$ cat src/rtl/regf_bus_arb_pkg.sv
// Shared types and constants for the regf bus arbiter.
// Latency: n/a (declarations only).
// Backpressure: n/a.
package regf_bus_arb_pkg;

  // Data width of the generated register file access port.
  localparam int REGF_DATA_WIDTH = 32;

  // Arbiter sequencer: pick a winner, issue one regf access, acknowledge it.
  typedef enum logic [1:0] {
    ST_IDLE   = 2'd0,
    ST_ACCESS = 2'd1,
    ST_RESP   = 2'd2
  } regf_bus_arb_state_e;

  // Index width needed to address req_num requesters (at least one bit).
  function automatic int idx_width(input int req_num);
    return (req_num > 1) ? $clog2(req_num) : 1;
  endfunction

endpackage

$ cat src/rtl/regf_bus_arb_pick.sv
// Combinational winner picker: request vector + priority pointer in, one-hot grant + index out.
// Latency: zero cycles (purely combinational).
// Backpressure: none; the caller decides when the pick is consumed.
// Build option REGF_BUS_ARB_RR_EN: round-robin from ptr when defined, fixed priority (index 0 first) otherwise.
module regf_bus_arb_pick #(
  parameter int req_num_p = 2,
  parameter int idx_w_p   = 1
) (
  input  logic [req_num_p-1:0] req,
  input  logic [idx_w_p-1:0]   ptr,
  output logic [req_num_p-1:0] gnt,
  output logic [idx_w_p-1:0]   idx
);

  logic found;

`ifdef REGF_BUS_ARB_RR_EN
  int pos;

  // Scan requesters starting at ptr, wrapping past the top index; first hit wins.
  always_comb begin
    gnt   = '0;
    idx   = '0;
    found = 1'b0;
    pos   = 0;
    for (int i = 0; i < req_num_p; i++) begin
      pos = (int'(ptr) + i) % req_num_p;
      if (!found && req[pos]) begin
        gnt[pos] = 1'b1;
        idx      = pos[idx_w_p-1:0];
        found    = 1'b1;
      end
    end
  end
`else
  // Fixed priority has no rotating start point.
  logic unused_ptr;
  assign unused_ptr = ^ptr;

  // Lowest requesting index wins.
  always_comb begin
    gnt   = '0;
    idx   = '0;
    found = 1'b0;
    for (int i = 0; i < req_num_p; i++) begin
      if (!found && req[i]) begin
        gnt[i] = 1'b1;
        idx    = i[idx_w_p-1:0];
        found  = 1'b1;
      end
    end
  end
`endif

endmodule

$ cat src/rtl/regf_bus_arb.sv
// Shares one regf mem_* port between req_num_p requesters; one single-cycle access per grant.
// Latency: request seen in IDLE -> mem_ena_o next cycle -> one-cycle ack the cycle after (2 cycles).
// Backpressure: requesters hold req_ena_i until ack; requests arriving in ACCESS/RESP wait for IDLE.
// Build option REGF_BUS_ARB_RR_EN: round-robin arbitration when defined, fixed priority otherwise.
module regf_bus_arb
  import regf_bus_arb_pkg::*;
#(
  parameter int req_num_p    = 2,
  parameter int addr_width_p = 13
) (
  input  logic                                   main_clk_i,
  input  logic                                   main_rst_i,
  input  logic [req_num_p-1:0]                   req_ena_i,
  input  logic [req_num_p-1:0]                   req_wena_i,
  input  logic [req_num_p*addr_width_p-1:0]      req_addr_i,
  input  logic [req_num_p*REGF_DATA_WIDTH-1:0]   req_wdata_i,
  output logic [req_num_p-1:0]                   req_ack_o,
  output logic [REGF_DATA_WIDTH-1:0]             req_rdata_o,
  output logic                                   req_err_o,
  output logic                                   mem_ena_o,
  output logic [addr_width_p-1:0]                mem_addr_o,
  output logic                                   mem_wena_o,
  output logic [REGF_DATA_WIDTH-1:0]             mem_wdata_o,
  input  logic [REGF_DATA_WIDTH-1:0]             mem_rdata_i,
  input  logic                                   mem_err_i
);

  localparam int idx_w_lp = idx_width(req_num_p);

  regf_bus_arb_state_e state_q, state_d;

  // Winner of the current IDLE cycle.
  logic [req_num_p-1:0]       pick_gnt;
  logic [idx_w_lp-1:0]        pick_idx;
  logic [idx_w_lp-1:0]        ptr;
  logic                       grant;

  // Command of the picked requester, muxed from the packed request buses.
  logic                       sel_wena;
  logic [addr_width_p-1:0]    sel_addr;
  logic [REGF_DATA_WIDTH-1:0] sel_wdata;

  // Latched transaction: winner, command and regf response.
  logic [req_num_p-1:0]       win_q;
  logic                       cmd_wena_q;
  logic [addr_width_p-1:0]    cmd_addr_q;
  logic [REGF_DATA_WIDTH-1:0] cmd_wdata_q;
  logic [REGF_DATA_WIDTH-1:0] rdata_q;
  logic                       err_q;

  regf_bus_arb_pick #(
    .req_num_p (req_num_p),
    .idx_w_p   (idx_w_lp)
  ) u_pick (
    .req (req_ena_i),
    .ptr (ptr),
    .gnt (pick_gnt),
    .idx (pick_idx)
  );

  // Route the winner's wena/addr/wdata slice; gnt is one-hot so at most one slice matches.
  always_comb begin
    sel_wena  = 1'b0;
    sel_addr  = '0;
    sel_wdata = '0;
    for (int k = 0; k < req_num_p; k++) begin
      if (pick_gnt[k]) begin
        sel_wena  = req_wena_i[k];
        sel_addr  = req_addr_i[k*addr_width_p +: addr_width_p];
        sel_wdata = req_wdata_i[k*REGF_DATA_WIDTH +: REGF_DATA_WIDTH];
      end
    end
  end

  // Next-state logic: grant only from IDLE, then one ACCESS and one RESP cycle.
  always_comb begin
    state_d = state_q;
    grant   = 1'b0;
    case (state_q)
      ST_IDLE: begin
        if (|req_ena_i) begin
          grant   = 1'b1;
          state_d = ST_ACCESS;
        end
      end
      ST_ACCESS: state_d = ST_RESP;
      ST_RESP:   state_d = ST_IDLE;
      default:   state_d = ST_IDLE;
    endcase
  end

  // State register.
  always_ff @(posedge main_clk_i) begin
    if (main_rst_i) begin
      state_q <= ST_IDLE;
    end else begin
      state_q <= state_d;
    end
  end

  // Latch the command on grant and the regf response at the end of ACCESS.
  // Read data is captured on writes too; it is simply not meaningful then.
  always_ff @(posedge main_clk_i) begin
    if (main_rst_i) begin
      win_q       <= '0;
      cmd_wena_q  <= 1'b0;
      cmd_addr_q  <= '0;
      cmd_wdata_q <= '0;
      rdata_q     <= '0;
      err_q       <= 1'b0;
    end else begin
      if (grant) begin
        win_q       <= pick_gnt;
        cmd_wena_q  <= sel_wena;
        cmd_addr_q  <= sel_addr;
        cmd_wdata_q <= sel_wdata;
      end
      if (state_q == ST_ACCESS) begin
        rdata_q <= mem_rdata_i;
        err_q   <= mem_err_i;
      end
    end
  end

`ifdef REGF_BUS_ARB_RR_EN
  localparam logic [idx_w_lp-1:0] last_idx_lp = idx_w_lp'(req_num_p - 1);
  localparam logic [idx_w_lp-1:0] one_lp      = idx_w_lp'(1);

  logic [idx_w_lp-1:0] ptr_q;

  // Priority restarts just past the last winner; only a grant moves it.
  always_ff @(posedge main_clk_i) begin
    if (main_rst_i) begin
      ptr_q <= '0;
    end else if (grant) begin
      ptr_q <= (pick_idx == last_idx_lp) ? '0 : pick_idx + one_lp;
    end
  end

  assign ptr = ptr_q;
`else
  // Fixed priority: no pointer state, and the winner index is not needed.
  logic unused_pick_idx;
  assign unused_pick_idx = ^pick_idx;
  assign ptr = '0;
`endif

  // The regf port holds the last command; only the enable is qualified by ACCESS.
  assign mem_ena_o   = (state_q == ST_ACCESS);
  assign mem_addr_o  = cmd_addr_q;
  assign mem_wena_o  = cmd_wena_q;
  assign mem_wdata_o = cmd_wdata_q;

  // A reset landing in RESP drops the pending ack in that same cycle.
  assign req_ack_o   = win_q & {req_num_p{(state_q == ST_RESP) && !main_rst_i}};
  assign req_rdata_o = rdata_q;
  assign req_err_o   = err_q;

endmodule

$ cat config.mk
export PLATFORM = sky130hd
export DESIGN_NAME = regf_bus_arb
export DESIGN_NICKNAME = d
export VERILOG_FILES = /design/src/rtl/regf_bus_arb_pkg.sv /design/src/rtl/regf_bus_arb_pick.sv /design/src/rtl/regf_bus_arb.sv
export SDC_FILE = /design/constraint.sdc
export NUM_CORES = 1
export LEC_CHECK = 0
export BUFFER_PORTS_ARGS = -buffer_cell sky130_fd_sc_hd__buf_2
export CAP_MARGIN = 20
export CORE_ASPECT_RATIO = 0.5
export CORE_MARGIN = 2
export CORE_UTILIZATION = 45
export CTS_CLUSTER_SIZE = 40
export DETAILED_ROUTE_END_ITERATION = 6
export GPL_TIMING_DRIVEN = 1
export PLACE_DENSITY_LB_ADDON = 0.08
export SLEW_MARGIN = 20
export SYNTH_ARGS = -nofsm -noshare
export SYNTH_HDL_FRONTEND = slang
export SYNTH_HIERARCHICAL = 1
export SYNTH_SLANG_ARGS = --single-unit
$ cat constraint.sdc
create_clock -name main_clk_i -period 1.95 [get_ports main_clk_i]
set_input_delay 0.2925 -clock main_clk_i [delete_from_list [all_inputs] [get_ports main_clk_i]]
set_output_delay 0.2925 -clock main_clk_i [all_outputs]
set_load 0.005 [all_outputs]
==> results.md <==
- The flow ran to the end, and the final reports show no timing, DRC or antenna violations.
- After synthesis, the mean cell area works out to 9.168 µm².
- The sequential fraction of design power is 43.5%.
- Data on the critical path is required at its endpoint by 2.14 ns.
- The total via count after detailed routing is 3510.
- The worst path buffer plus inverter count is 1.
- The setup fix buffers added after clock tree synthesis is 0.
- The wire-length estimate of the detail-placed layout is 6865 µm.
- Once the floorplan was initialized, standard cells occupied 47.12% of the core.
- The accumulated negative setup slack is 0 ns.
- The library cells used most frequently in the layout, excluding fill and tap cells, are sky130_fd_sc_hd__buf_2 (210), sky130_fd_sc_hd__dfxtp_1 (83), sky130_fd_sc_hd__a21oi_1 (81).
- The highest attainable clock frequency is 603.2 MHz.
- The cell area after layout is 0.004803 mm².
- Walking the worst path, the cells encountered are nor3_4 > buf_12 > a211oi_1.
- The most common library cell in the layout ignoring fill and taps is sky130_fd_sc_hd__buf_2.
- The routed wire length per instance is 14.63 µm.
- The I/O pin count is 211.
- The detailed-router iteration count before antenna repair is 5.
- After the last flow step, the layout net total stands at 700.
- The internal power is 3.261 mW.
- Clock tree synthesis inserted a total of 9 buffers.
- The largest voltage drop on the vdd net is 0.0004170 V.
- Across the routed clock network, the largest skew measured is 0.004361 ns.
- The floorplan step defined a core boundary enclosing 0.007432 mm².
- Global routing consumed, over all layers together, 23.29% of the routing resources.
- Summed over all cells, the static leakage comes to 2.217 nW.
- The number of warnings reported in the yosys synthesis log is 6.
- The startpoint identified for the worst register-to-register timing path is state_q[1]$_SDFFE_PP0P_.
- Setup repair after global routing left no endpoint under its margin.
- The power per standard cell area is 921.8 mW/mm².
- In this run the clock root is driven by a sky130_fd_sc_hd__clkbuf_16.
- The peak fanout along the critical path is 27.
- Summing all placed instances gives a cell area of 0.004508 mm².
- In the final layout, flip-flops and latches occupy 0.001662 mm².
- The type of destination of the critical path is a flop.
- Global routing finished with a remaining overflow of 0.
- Counting every instance in the synthesized netlist gives 382.
- Clock latency on the worst-skew pair, taken at its later pin, is 0.32 ns.
- The combined area of the multi-input logic cells is 0.001543 mm².
- The iteration-0 DRC count of the detailed router is 217.
- For this run, the share of the core covered by cells in the final layout is 64.63%.
- After filler insertion, the fill cell instance count of the layout stands at 715.
- After detailed routing, the number of vias per cell comes to 5.223.
- The switching power total is 1.166 mW.
- Cells with a size suffix above 1 make up 44.44% of the layout.
- The worst path in the final design needs a cycle of 1.658 ns, including I/O delays and setup.
- The delay of the slowest critical-path stage is 0.80 ns.
- The final-report max-slew violation count is 0.
- The area added between synthesis and finish is 37.16%.
- The class of the most critical setup path is flop to flop.
- The startpoint type of the worst setup path is a flop.
- The maximum number of pins on one net before global-route repair is 73.
- CTS built an H-tree with a depth of 3.
- Net switching is 26.34% of the power.
- Max-cap violations in this run came to 0.
- After clock tree synthesis, the clock-pin slew on the worst setup and hold paths is 0.06 ns.
- The startpoint identified for the worst hold timing path is mem_rdata_i[3].
- The floorplan has 22 rows.
- Data arrives at the worst endpoint at 1.84 ns.
- The worst pin sits at a relative slew slack of 35.40%.
- The largest delay contributor family on the critical path is simple AND/OR/NAND/NOR gates.
- The fraction of the cycle the final worst path needs is 85.01%.
- In this run the tool buffered the top-level ports with 210 buffer cells.
- Among all stages on the critical path, the largest delay is contributed by sky130_fd_sc_hd__nor3_4.
- In this run, the combinational gates consume 18.9% of the power.
- The first-pass GRT wire length is 15710 µm.
- The placer congestion estimate is 0.7273.
- The total detailed-routing wirelength is 9829 µm.
- The clock net in this run drives a total of 83 sinks.
- The cell count of the worst reg-to-reg path is 3.
- The floorplan step set the die height to 66.38 µm.
- The initial antenna violation count came to 1.
- TritonCTS built the clock tree.
- The number of cells upsized or downsized after cts is 0.
- In this run, post-CTS hold repair placed 0 buffers.
- The total count of hold-check failures in the final report is 0.
- For the pin with the worst max-slew slack, the measured transition is 0.9658 ns.
- The number of nets in the synthesized netlist is 511.
- For this run, design rule violations remaining after detail routing come to 0.
- The maximum buffer depth of the clock tree is 2.
- Along the worst hold path, the cell count comes to 3.
- In this run the critical register-to-register path is captured at mem_addr_o[7]$_SDFFE_PP0P_.
- For flop-to-flop paths, the worst setup slack is 0.29 ns.
- In this run the remaining antenna-violating nets after routing total 0.
- The die area is 0.008547 mm².
- The worst hold path terminates at req_rdata_o[3]$_SDFFE_PP0P_.
- The clock network accounts for 37.6% of the total power.
- The mapped netlist covers 0.003502 mm².
- The repair_antennas step left the layout with diodes totalling 0.
- The via count of the first global-routing pass is 3179.
- Setup violations remaining at the end of the flow were counted as 0.
- The die width is 128.8 µm.
- The classification of the worst-slack hold path is primary input to flop.
[power by group through the flow]
stage | clock [mW] | combinational (mW) | sequential [mW]
2_1_floorplan | 0 | 0.490 | 1.97
3_3_place_gp | 0 | 0.834 | 1.96
3_5_place_dp | 0 | 0.845 | 1.96
4_1_cts | 1.69 | 0.845 | 1.92
5_1_grt | 1.77 | 0.939 | 1.94
6_report | 1.66 | 0.838 | 1.92
[worst max-delay path by stage]
stage,startpoint,endpoint,slack (ns),cells after the start
after floorplan,req_ena_i[1],mem_addr_o[11]$_SDFFE_PP0P_,0.68,7
after global placement,req_ena_i[0],mem_addr_o[2]$_SDFFE_PP0P_,0.17,5
after detailed placement,req_ena_i[0],mem_addr_o[5]$_SDFFE_PP0P_,0.15,5
final,state_q[1]$_SDFFE_PP0P_,mem_addr_o[7]$_SDFFE_PP0P_,0.29,3
after global routing,state_q[1]$_SDFFE_PP0P_,mem_wdata_o[31]$_SDFFE_PP0P_,0.18,3
after CTS,state_q[1]$_SDFFE_PP0P_,mem_wdata_o[3]$_SDFFE_PP0P_,0.31,3
[metrics by stage]
| stage | hold WS, ns | power (mW) | setup WS (ns) | std cells |
|---|---|---|---|---|
| after CTS | 0.1950 | 4.461 | 0.3055 | 672 |
| after global placement | 0.4397 | 2.790 | 0.1725 | 656 |
| after floorplan | 0.4285 | 2.463 | 0.6785 | 382 |
| after detailed placement | 0.4451 | 2.803 | 0.1496 | 656 |
| final | 0.2042 | 4.428 | 0.2923 | 672 |
| after global routing | 0.1912 | 4.654 | 0.1823 | 672 |
[layer usage]
metal	routed length, µm	track usage, %
met5	0	0
met4	77	6.114
met3	728	6.715
met2	4700	38.43
met1	4322	30.11
[final cells by class]
type                            instances  share of cell area (%)
Multi-Input combinational cell        254                   32.12
Clock buffer                           11                   5.053
Timing Repair Buffer                  222                   24.54
Sequential cell                        83                   34.59
Inverter                                1                  0.1042
Tap cell                               96                   2.501
Clock inverter                          5                   1.094
[sequential cells by signal, summed over array words and instances (netlist names)]
| name | count |
|---|---|
| mem_wdata_o | 32 |
| req_rdata_o | 32 |
| mem_addr_o | 13 |
| state_q | 2 |
| win_q | 2 |
| mem_wena_o | 1 |
| req_err_o | 1 |
[tightest hold or removal path, stage by stage]
cell and delay, ns:
sky130_fd_sc_hd__buf_2 0.09, sky130_fd_sc_hd__nand2_1 0.04, sky130_fd_sc_hd__a21oi_1 0.05
Power figures use the tool's default switching activity.
